$ cat config.mk
export PLATFORM = sky130hd
export DESIGN_NAME = swire_multi_ctrl
export DESIGN_NICKNAME = d
export VERILOG_FILES = /design/src/rtl/swire_multi_ctrl_pkg.sv /design/src/rtl/swire_pulse_timer.sv /design/src/rtl/swire_multi_ctrl.sv
export SDC_FILE = /design/constraint.sdc
export NUM_CORES = 1
export LEC_CHECK = 0
export CAP_MARGIN = 30
export CORE_MARGIN = 3
export CORE_UTILIZATION = 59
export CTS_CLUSTER_DIAMETER = 50
export DETAILED_ROUTE_END_ITERATION = 8
export PLACE_DENSITY = 0.91
export SYNTH_ARGS = -nofsm -noshare
export SYNTH_HDL_FRONTEND = slang
export SYNTH_SLANG_ARGS = --single-unit
$ cat constraint.sdc
create_clock -name i_clk_38m -period 4.25 [get_ports i_clk_38m]
set_input_delay 1.275 -clock i_clk_38m [delete_from_list [all_inputs] [get_ports i_clk_38m]]
set_output_delay 1.275 -clock i_clk_38m [all_outputs]
set_load 0.005 [all_outputs]
$ cat src/rtl/swire_multi_ctrl_pkg.sv
// swire_multi_ctrl_pkg: FSM state encodings and default S-wire timing shared with the legacy driver
package swire_multi_ctrl_pkg;
  typedef enum logic [2:0] {
    ST_IDLE = 3'd0,
    ST_INIT = 3'd1,
    ST_LOW  = 3'd2,
    ST_HIGH = 3'd3,
    ST_STOP = 3'd4
  } state_t;
  localparam int DEF_INIT_TIME  = 4096;
  localparam int DEF_PULSE_TIME = 256;
  localparam int DEF_STOP_TIME  = 1044228;
endpackage

$ cat src/rtl/swire_pulse_timer.sv
// swire_pulse_timer: loadable up-counter with clear and terminal-count flag at a programmable value
module swire_pulse_timer #(
  parameter int TIME_W = 20
) (
  input  logic              i_clk_38m,
  input  logic              i_reset_n,
  input  logic              clr,
  input  logic              load,
  input  logic [TIME_W-1:0] load_val,
  input  logic [TIME_W-1:0] term,
  output logic              tc
);
  logic [TIME_W-1:0] cnt;
  always_ff @(posedge i_clk_38m or negedge i_reset_n)
    if (!i_reset_n) cnt <= '0;
    else cnt <= clr ? '0 : load ? load_val : cnt + 1'b1;
  assign tc = cnt == term;
endmodule

$ cat src/rtl/swire_multi_ctrl.sv
// swire_multi_ctrl: multi-channel lock-step S-wire pulse encoder with req/ack count loading
module swire_multi_ctrl
  import swire_multi_ctrl_pkg::*;
#(
  parameter int CH_NUM     = 2,
  parameter int CNT_W      = 8,
  parameter int TIME_W     = 20,
  parameter int INIT_TIME  = DEF_INIT_TIME,
  parameter int PULSE_TIME = DEF_PULSE_TIME,
  parameter int STOP_TIME  = DEF_STOP_TIME
) (
  input  logic                    i_clk_38m,
  input  logic                    i_reset_n,
  input  logic                    i_enable,
  input  logic                    i_req,
  input  logic [CH_NUM*CNT_W-1:0] i_count,
  output logic                    o_ack,
  output logic                    o_busy,
  output logic                    o_done,
  output logic [CH_NUM-1:0]       o_swire
);
  state_t st, st_n;
  logic [CNT_W-1:0] idx, idx_n, mx, mx_n;
  logic [CH_NUM*CNT_W-1:0] cnt, cnt_n;
  logic [CNT_W-1:0] mx_in [CH_NUM+1];
  logic [TIME_W-1:0] term;
  logic [CH_NUM-1:0] line_n;
  logic tc, ack_n, done_n;
  assign mx_in[0] = '0;
  for (genvar c = 0; c < CH_NUM; c++) begin : g_ch
    assign mx_in[c+1] = i_count[c*CNT_W +: CNT_W] > mx_in[c] ? i_count[c*CNT_W +: CNT_W] : mx_in[c];
    assign line_n[c]  = st_n == ST_IDLE ? i_enable : !(st_n == ST_LOW && idx_n < cnt_n[c*CNT_W +: CNT_W]);
  end
  assign term = st == ST_INIT ? TIME_W'(INIT_TIME - 1) :
                st == ST_STOP ? TIME_W'(STOP_TIME - 1) : TIME_W'(PULSE_TIME - 1);
  swire_pulse_timer #(.TIME_W(TIME_W)) u_timer (
    .i_clk_38m(i_clk_38m),
    .i_reset_n(i_reset_n),
    .clr      (st == ST_IDLE || st_n != st),
    .load     (1'b0),
    .load_val ('0),
    .term     (term),
    .tc       (tc)
  );
  always_comb begin
    st_n   = st;
    idx_n  = idx;
    mx_n   = mx;
    cnt_n  = cnt;
    ack_n  = 1'b0;
    done_n = 1'b0;
    if (!i_enable) begin
      st_n  = ST_IDLE;
      idx_n = '0;
      mx_n  = '0;
      cnt_n = '0;
    end else begin
      case (st)
        ST_IDLE: if (i_req) begin
          st_n  = ST_INIT;
          cnt_n = i_count;
          mx_n  = mx_in[CH_NUM];
          idx_n = '0;
          ack_n = 1'b1;
        end
        ST_INIT: if (tc) st_n = mx != '0 ? ST_LOW : ST_STOP;
        ST_LOW: if (tc) begin
          st_n  = ST_HIGH;
          idx_n = idx + 1'b1;
        end
        ST_HIGH: if (tc) st_n = idx == mx ? ST_STOP : ST_LOW;
        ST_STOP: if (tc) begin
          st_n   = ST_IDLE;
          done_n = 1'b1;
        end
        default: st_n = ST_IDLE;
      endcase
    end
  end
  always_ff @(posedge i_clk_38m or negedge i_reset_n)
    if (!i_reset_n) begin
      st      <= ST_IDLE;
      idx     <= '0;
      mx      <= '0;
      cnt     <= '0;
      o_ack   <= 1'b0;
      o_busy  <= 1'b0;
      o_done  <= 1'b0;
      o_swire <= '0;
    end else begin
      st      <= st_n;
      idx     <= idx_n;
      mx      <= mx_n;
      cnt     <= cnt_n;
      o_ack   <= ack_n;
      o_busy  <= st_n != ST_IDLE;
      o_done  <= done_n;
      o_swire <= line_n;
    end
endmodule

==> metrics.yaml, run 1 <==
synth:
  syn_inst: 419
  synthArstFlopShare_pct: 100
  ys_warn_count: 0
  syn-num-nets: 463
  synth_area_leaders: "dfrtp_1 40%, ha_1 8.0%, nand2_1 7.6%"
  synthTopCellsByCount: "76 x nand2_1, 60 x dfrtp_1, 28 x inv_1"
  synth.cell_area_um2: 3740
  ys_ff_latch: 60
  synth_xor_area_share_pct: 7.25
  post-synth-top-area-cell: "dfrtp_1"
  synth_edf_count: 0
  synth-compound-area-share_pct: 12.7
  synth_cell_types: 55
  synth_area_per_cell_um2: 8.94
  ys.flop_type: "dfrtp_1"
  synthMuxAreaShare_pct: 1.14
  synth_top_cell_area_share_pct: 40.1
  synth_top_family_by_area: "simple AND/OR/NAND/NOR gates"
  yosysMostFrequentCell: "nand2_1"
  synth-simple-area-share_pct: 26.0
  yosys.area_share.adder_pct: 8.02
  ys_seq_area_share_pct: 40.1
power_and_ir_drop:
  pwr-share-clk_pct: 44.9
  power.density_nw_per_um2: 329
  p_seq_share_pct: 42.3
  power_mw: 1.43
  ir_drop_mv: 0.337
  internal_power_mw: 1.09
  p_switching_uw: 342
  leakagePower_nw: 2.04
  swShare_pct: 23.9
  p_comb_share_pct: 12.8
worst_setup_path:
  crit_family: "simple AND/OR/NAND/NOR gates"
  crit_fanout: 7
  r2r_slack_ns: 0.20
  crit_chain: "or4_1 > or3_4 > o22a_2 > nor3_2 > mux2_2 > a22oi_1 > nor2b_1 > ha_1 > a21oi_1 > nor2_1 > nor2_1 > nand2_1 > o41ai_1 > nor3b_1 > nand3_1"
  critical_path_required_ns: 4.47
  reg2reg_depth: 15
  cp_num_cells: 15
  max_stage_delay_ns: 0.52
  rr_endpoint: "o_swire[1]$_DFF_PN0_"
  path_class: "reg -> reg"
  crit_end: "o_swire[1]$_DFF_PN0_"
  crit_path_start_kind: "flip-flop"
  cp_slowest_cell: "or4_1"
  crit_buf_inv: 0
  r2r-start: "u_timer.cnt[8]$_DFF_PN0_"
  cp.arrival_ns: 4.27
  crit_path_start: "u_timer.cnt[8]$_DFF_PN0_"
  cpMostUsedCell: "nor2_1"
  cp-end-kind: "flip-flop"
routing:
  first_pass_iters: 5
  first_iter_violations: 344
  vias: 3174
  avgViaCountPerCell: 6.00
  routed_wl_um: 8820
  postRouteAntennaNets: 0
  drc_errors: 0
  drt-wirelength-per-cell_um: 16.7
layout:
  area.growth.synth_to_final_pct: 16.1
  layout-drive-gt1-share_pct: 14.3
  nNetsFinal: 493
  antenna_cells: 0
outcome:
  status: "complete, no violations"
timing:
  tns_ns: 0
  fmax_mhz: 247
  worst_slew_pin_slew_ns: 1.13
  hold_viol_final: 0
  finalMaxSlewViolations: 0
  max_slew_margin_pct: 24.8
  setup_violations: 0
  fin_skew_ns: 0.00896
  fin_crit_ns: 4.05
  min_period_over_period_pct: 95.3
cts:
  cts_made_buffers: 9
  cts_max_level: 3
  clock_latency_ns: 0.35
  cts_tree: "done"
  clockBufferDepth: 2
  cts-root-buf: "clkbuf_8"
  clk_pin_slew_ns: 0.06
  cts_hold_buf: 0
  cts.sink_count: 60
die:
  core_area_um2: 6030
  start_util_pct: 62.1
  die-area_um2: 7340
  dieHeight_um: 85.7
  io_pins: 25
  die_w_um: 85.7
  core.rowCount: 28
place:
  dp_hpwl_um: 6540
  port_buffers: 24
  gp_congestion: 0.967
grt:
  globalRouteTotalUtil_pct: 26.0
  antenna_found_initial: 0
  grt_pass1_wl_um: 14900
  grt_max_degree: 43
  grt_pass1_vias: 3130
  grt_overflow: 0
hold_path:
  hold_path.class: "reg -> reg"
flow_run:
  maxCapViolCount: 0
-- cell type report --
cell class                 count  area [µm²]
clock buffer                  12         155
clock inverter                 4        95.1
fill                         442        1680
inverter                      28         105
multi-input combinational    315        2080
sequential                    60        1500
tap                           75        93.8
timing repair buffer          35         318
-- routing by layer --
layer	global-route usage [%]	routed length, µm	vias to the layer above
met5	0	0	-
li1	-	-	1508
met4	11.9	233	0
met2	40.4	4170	123
met1	34.7	3870	1517
met3	5.86	541	26
-- cell families (layout without fill, tap and decap cells) --
| family | count (synthesis) | count (layout) |
|---|---|---|
| AOI/OAI and AO/OA | 63 | 63 |
| xor gates and xnor gates | 31 | 31 |
| adders and majority gates | 24 | 24 |
| buffers and inverters | 44 | 79 |
| DFF | 60 | 60 |
| muxes | 4 | 4 |
| and+or+nand+nor | 193 | 193 |
-- stage by stage --
step	utilization (%)	std cells	hold slack (ns)	setup WS [ns]	instance area (µm²)
2_1_floorplan	-	419	0.460	0.683	3740
3_3_place_gp	67.7	513	0.485	0.213	4080
3_5_place_dp	67.7	513	0.497	0.0720	4080
4_1_cts	71.9	529	0.508	0.129	4330
5_1_grt	72.1	529	0.540	-0.000310	4350
6_report	72.1	529	0.506	0.200	4350
-- registers in the layout, indices dropped and copies added, names as in the netlist --
name	flops
u_timer.cnt	20
o_done	1
o_swire	2
cnt	16
st	3
o_busy	1
idx	8
o_ack	1
mx	8
-- worst min-delay path by stage --
stage | slack (ns) | start | end | depth (start not counted)
after floorplan | 0.46 | u_timer.cnt[0]$_DFF_PN0_ | u_timer.cnt[0]$_DFF_PN0_ | 1
after global placement | 0.49 | u_timer.cnt[0]$_DFF_PN0_ | u_timer.cnt[0]$_DFF_PN0_ | 1
after detailed placement | 0.50 | u_timer.cnt[0]$_DFF_PN0_ | u_timer.cnt[0]$_DFF_PN0_ | 1
after CTS | 0.51 | u_timer.cnt[0]$_DFF_PN0_ | u_timer.cnt[0]$_DFF_PN0_ | 1
after global routing | 0.54 | u_timer.cnt[0]$_DFF_PN0_ | u_timer.cnt[0]$_DFF_PN0_ | 1
final | 0.51 | u_timer.cnt[0]$_DFF_PN0_ | u_timer.cnt[0]$_DFF_PN0_ | 1
-- power groups by stage --
stage | clock network (mW) | registers [mW] | logic, mW
final | 0.642 | 0.606 | 0.183
after global routing | 0.675 | 0.607 | 0.203
after CTS | 0.653 | 0.605 | 0.182
after detailed placement | 0 | 0.616 | 0.181
after global placement | 0 | 0.615 | 0.173
after floorplan | 0 | 0.610 | 0.112
-- cell usage in the layout, fill, tap and decap left out, types with 18 or more instances in the layout --
cell type | Yosys | final
inv_1 | 28 | 28
nand2_1 | 76 | 76
dfrtp_1 | 60 | 60
nor2_2 | 21 | 22
xnor2_1 | 21 | 21
ha_1 | 24 | 23
nand3_1 | 18 | 18
nor2_1 | 24 | 23
clkdlybuf4s50_1 | 0 | 23
-- what timing repair did --
action / 4_1_cts / 5_1_grt
gates resized for setup: 0 / 4
setup buffers: 0 / 0
endpoints found under the setup margin: 0 / 1
hold endpoints to repair: 0 / 0
Power figures use the tool's default switching activity.
==> run 2: changes to the inputs <==
- HOLD_SLACK_MARGIN: not set -> 0.15
==> results of run 2 <==
No change in the layout: final DEF, timing and power equal those of run 1.
==> run 3: changes to the inputs <==
- ABC_AREA: not set -> 1
- CORE_MARGIN: 3 -> 2
- CORE_UTILIZATION: 59 -> 50
- PLACE_DENSITY: 0.91 -> 0.8
==> run 3 against run 2 <==
  * Wire length shrank 15%
  * Utilization shrank 14 points
  * Sequential share of layout area grew 1.5 points
  * Largest cell class unchanged
==> metrics.yaml, run 3 <==
outcome:
  status: "complete, no violations"  # unchanged
cts:
  cts_hold_buf: 0  # unchanged
  cts_max_level: 3  # unchanged
  clk_pin_slew_ns: 0.06  # about the same
  cts-root-buf: "clkbuf_8"  # unchanged
  cts.sink_count: 60  # unchanged
  ctsResizeCount: 0  # unchanged
  clockBufferDepth: 2  # unchanged
  cts_made_buffers: 9  # unchanged
  clock_latency_ns: 0.33  # was 0.35 ns
  cts_setup_buffers: 0  # unchanged
  cts_tree: "done"  # unchanged
worst_setup_path:
  crit_family: "buffers and inverters"  # was simple AND/OR/NAND/NOR gates
  crit_chain: "clkdlybuf4s50_1 > inv_1 > nor2_1 > buf_4 > o21ai_0 > a21oi_1 > ha_1 > a21oi_1 > nand2_1 > nand2_1 > nand2_1 > nand2_1 > nand2_1"  # was or4_1 > or3_4 > o22a_2 > nor3_2 > mux2_2 > a22oi_1 > nor2b_1 > ha_1 > a21oi_1 > nor2_1 > nor2_1 > nand2_1 > o41ai_1 > nor3b_1 > nand3_1
  max_stage_delay_ns: 0.58  # was 0.52 ns
  cp_slowest_cell: "clkdlybuf4s50_1"  # was or4_1
  cpMostUsedCell: "nand2_1"  # was nor2_1
  crit_buf_inv: 3  # was 0
  crit_fanout: 29  # was 7
  cp.arrival_ns: 3.63  # was 4.27 ns
  path_class: "in -> reg"  # was reg -> reg
  cp-end-kind: "flip-flop"  # unchanged
  crit_path_start_kind: "input port"  # was flip-flop
  critical_path_required_ns: 4.47  # about the same
routing:
  drc_errors: 0  # unchanged
  top_layer: "met4"  # unchanged
  first_iter_violations: 121  # was 344
  m1WireLength_um: 3410  # was 3870 µm
  routed_wl_um: 7480  # was 8820 µm
  vias: 3023  # was 3174
  avgViaCountPerCell: 5.15  # was 6.00
  wl_met2_um: 3630  # was 4170 µm
  postRouteAntennaNets: 0  # unchanged
  first_pass_iters: 4  # was 5
  drt-wirelength-per-cell_um: 12.7  # was 16.7 µm
  dr_wl_met3_um: 326  # was 541 µm
timing:
  fmax_mhz: 294  # was 247 MHz
  rsz0062_at_grt: "false"
  hold_viol_final: 0  # unchanged
  fin_skew_ns: 0.00689  # was 0.00896 ns
  setup_violations: 0  # unchanged
  tns_ns: 0  # unchanged
  fin_crit_ns: 3.41  # was 4.05 ns
  finalMaxSlewViolations: 0  # unchanged
  min_period_over_period_pct: 80.1  # was 95.3%
  max_slew_margin_pct: 50.4  # was 24.8%
  worst_slew_pin_slew_ns: 0.744  # was 1.13 ns
  fin_ws_ns: 0.845  # was 0.200 ns
power_and_ir_drop:
  power_mw: 1.24  # was 1.43 mW
  power.density_nw_per_um2: 298  # was 329 nW/µm²
  leakagePower_nw: 2.05  # was 2.04 nW
  ir_drop_mv: 0.218  # was 0.337 mV
layout:
  layout-drive-gt1-share_pct: 13.5  # was 14.3%
  antenna_cells: 0  # unchanged
  regMostFlops: "u_timer.cnt"  # unchanged
  nNetsFinal: 527  # was 493
  final_cell_mix: "93 x nand2_1, 62 x inv_1, 60 x dfrtp_1, 45 x nor2_1, 24 x ha_1"  # was 76 x nand2_1, 60 x dfrtp_1, 28 x inv_1
  final_cells: 587  # was 529
  final_common_cell: "nand2_1"  # unchanged
  area.growth.synth_to_final_pct: 13.9  # was 16.1%
  top_regs: "u_timer.cnt (20), cnt (16)"  # unchanged
  largest_reg_flops: 20  # unchanged
hold_path:
  hold_path.class: "reg -> reg"  # unchanged
synth:
  yosysMostFrequentCell: "nand2_1"  # unchanged
  syn-num-nets: 497  # was 463
  ys_ff_latch: 60  # unchanged
  synth_top_cell_area_share_pct: 41.1  # was 40.1%
  synth.cell_area_um2: 3660  # was 3740 µm²
  syn_inst: 453  # was 419
  synth_cell_types: 37  # was 55
  post-synth-top-area-cell: "dfrtp_1"  # unchanged
  ys_warn_count: 0  # unchanged
  synth_area_leaders: "dfrtp_1 41%, nand2_1 9.5%, ha_1 8.2%"  # was dfrtp_1 40%, ha_1 8.0%, nand2_1 7.6%
  synth_edf_count: 0  # unchanged
  synth_area_per_cell_um2: 8.07  # was 8.94 µm²
  synthTopCellsByCount: "93 x nand2_1, 62 x inv_1, 60 x dfrtp_1"  # was 76 x nand2_1, 60 x dfrtp_1, 28 x inv_1
  synthArstFlopShare_pct: 100  # unchanged
  ys.flop_type: "dfrtp_1"  # unchanged
  ys_seq_area_share_pct: 41.1  # was 40.1%
die:
  io_pins: 25  # unchanged
  dieHeight_um: 89.5  # was 85.7 µm
  start_util_pct: 51.0  # was 62.1%
  core.rowCount: 31  # was 28
  die-area_um2: 8010  # was 7340 µm²
  core_area_um2: 7180  # was 6030 µm²
  die_w_um: 89.5  # was 85.7 µm
place:
  dp_hpwl_um: 5640  # was 6540 µm
  place_inst: 571  # was 513
  port_buffers: 24  # unchanged
  gp_congestion: 0.861  # was 0.967
  place_ws_ns: 0.573  # was 0.0720 ns
flow_run:
  maxCapViolCount: 0  # unchanged
grt:
  grt_overflow: 0  # unchanged
  grt_pass1_vias: 2917  # was 3130
  globalRouteTotalUtil_pct: 21.0  # was 26.0%
  antenna_found_initial: 0  # unchanged
  grt_pass1_wl_um: 12900  # was 14900 µm
  grt_max_degree: 34  # was 43
## run 3: changes by cell type after synthesis, moves of 6 or more
cell      before  now
inv_1         28   62
nor2_1        24   45
nand2_1       76   93
a22oi_1        1   14
a21oi_1        8   18
o211a_1        8    0
xnor2_1       21   13
clkbuf_1      13    6
o21ai_1        1    8
and3_1         6    0
nand2_2        1    7
## run 3: power by group
group	switching (mW)	leakage, nW	internal (mW)
Sequential	0.0149	0.817	0.593
Clock	0.220	0.0824	0.226
Combinational	0.112	1.15	0.0735
Total	0.348	2.05	0.893
## run 3: stage by stage
step	util (%)	area, µm²	hold WS [ns]
final	58.1	4170	0.472
after global routing	58.1	4170	0.507
after CTS	58.1	4170	0.478
after detailed placement	55.7	4000	0.467
after global placement	55.7	4000	0.455
after floorplan	-	3660	0.442
## run 3: cell families after synthesis
family	synth area share [%]
AOI/OAI and AO/OA	11.8
xor gates and xnor gates	5.27
adders and majority gates	8.21
buffers and inverters	8.52
DFF	41.1
and+or+nand+nor	25.1
## run 3: final timing paths
kind                                           from  slack, ns                        to  cells past startpoint
min in group asynchronous                 i_reset_n       1.00  u_timer.cnt[5]$_DFF_PN0_                      1
max                                        i_enable       0.84      o_swire[0]$_DFF_PN0_                     13
max reg2reg                         st[0]$_DFF_PN0_       1.21      o_swire[1]$_DFF_PN0_                     18
min reg2reg                u_timer.cnt[0]$_DFF_PN0_       0.47  u_timer.cnt[0]$_DFF_PN0_                      1
min                        u_timer.cnt[0]$_DFF_PN0_       0.47  u_timer.cnt[0]$_DFF_PN0_                      1
max in group asynchronous                 i_reset_n       2.41          idx[3]$_DFF_PN0_                      2
## run 3: cell type report
cell class	count	area, µm²
fillers	632	3010
multi-input cells	315	1840
flip-flops and latches	60	1500
repair buffers	28	265
inverters	69	262
clock buffers	12	145
well taps	99	124
clock inverters	4	25.0
## run 3: routing by layer
| layer | vias up | GRT usage [%] |
|---|---|---|
| met4 | 0 | 5.70 |
| met2 | 57 | 36.5 |
| met5 | - | 0 |
| met3 | 13 | 5.26 |
| met1 | 1430 | 26.0 |
| li1 | 1523 | - |
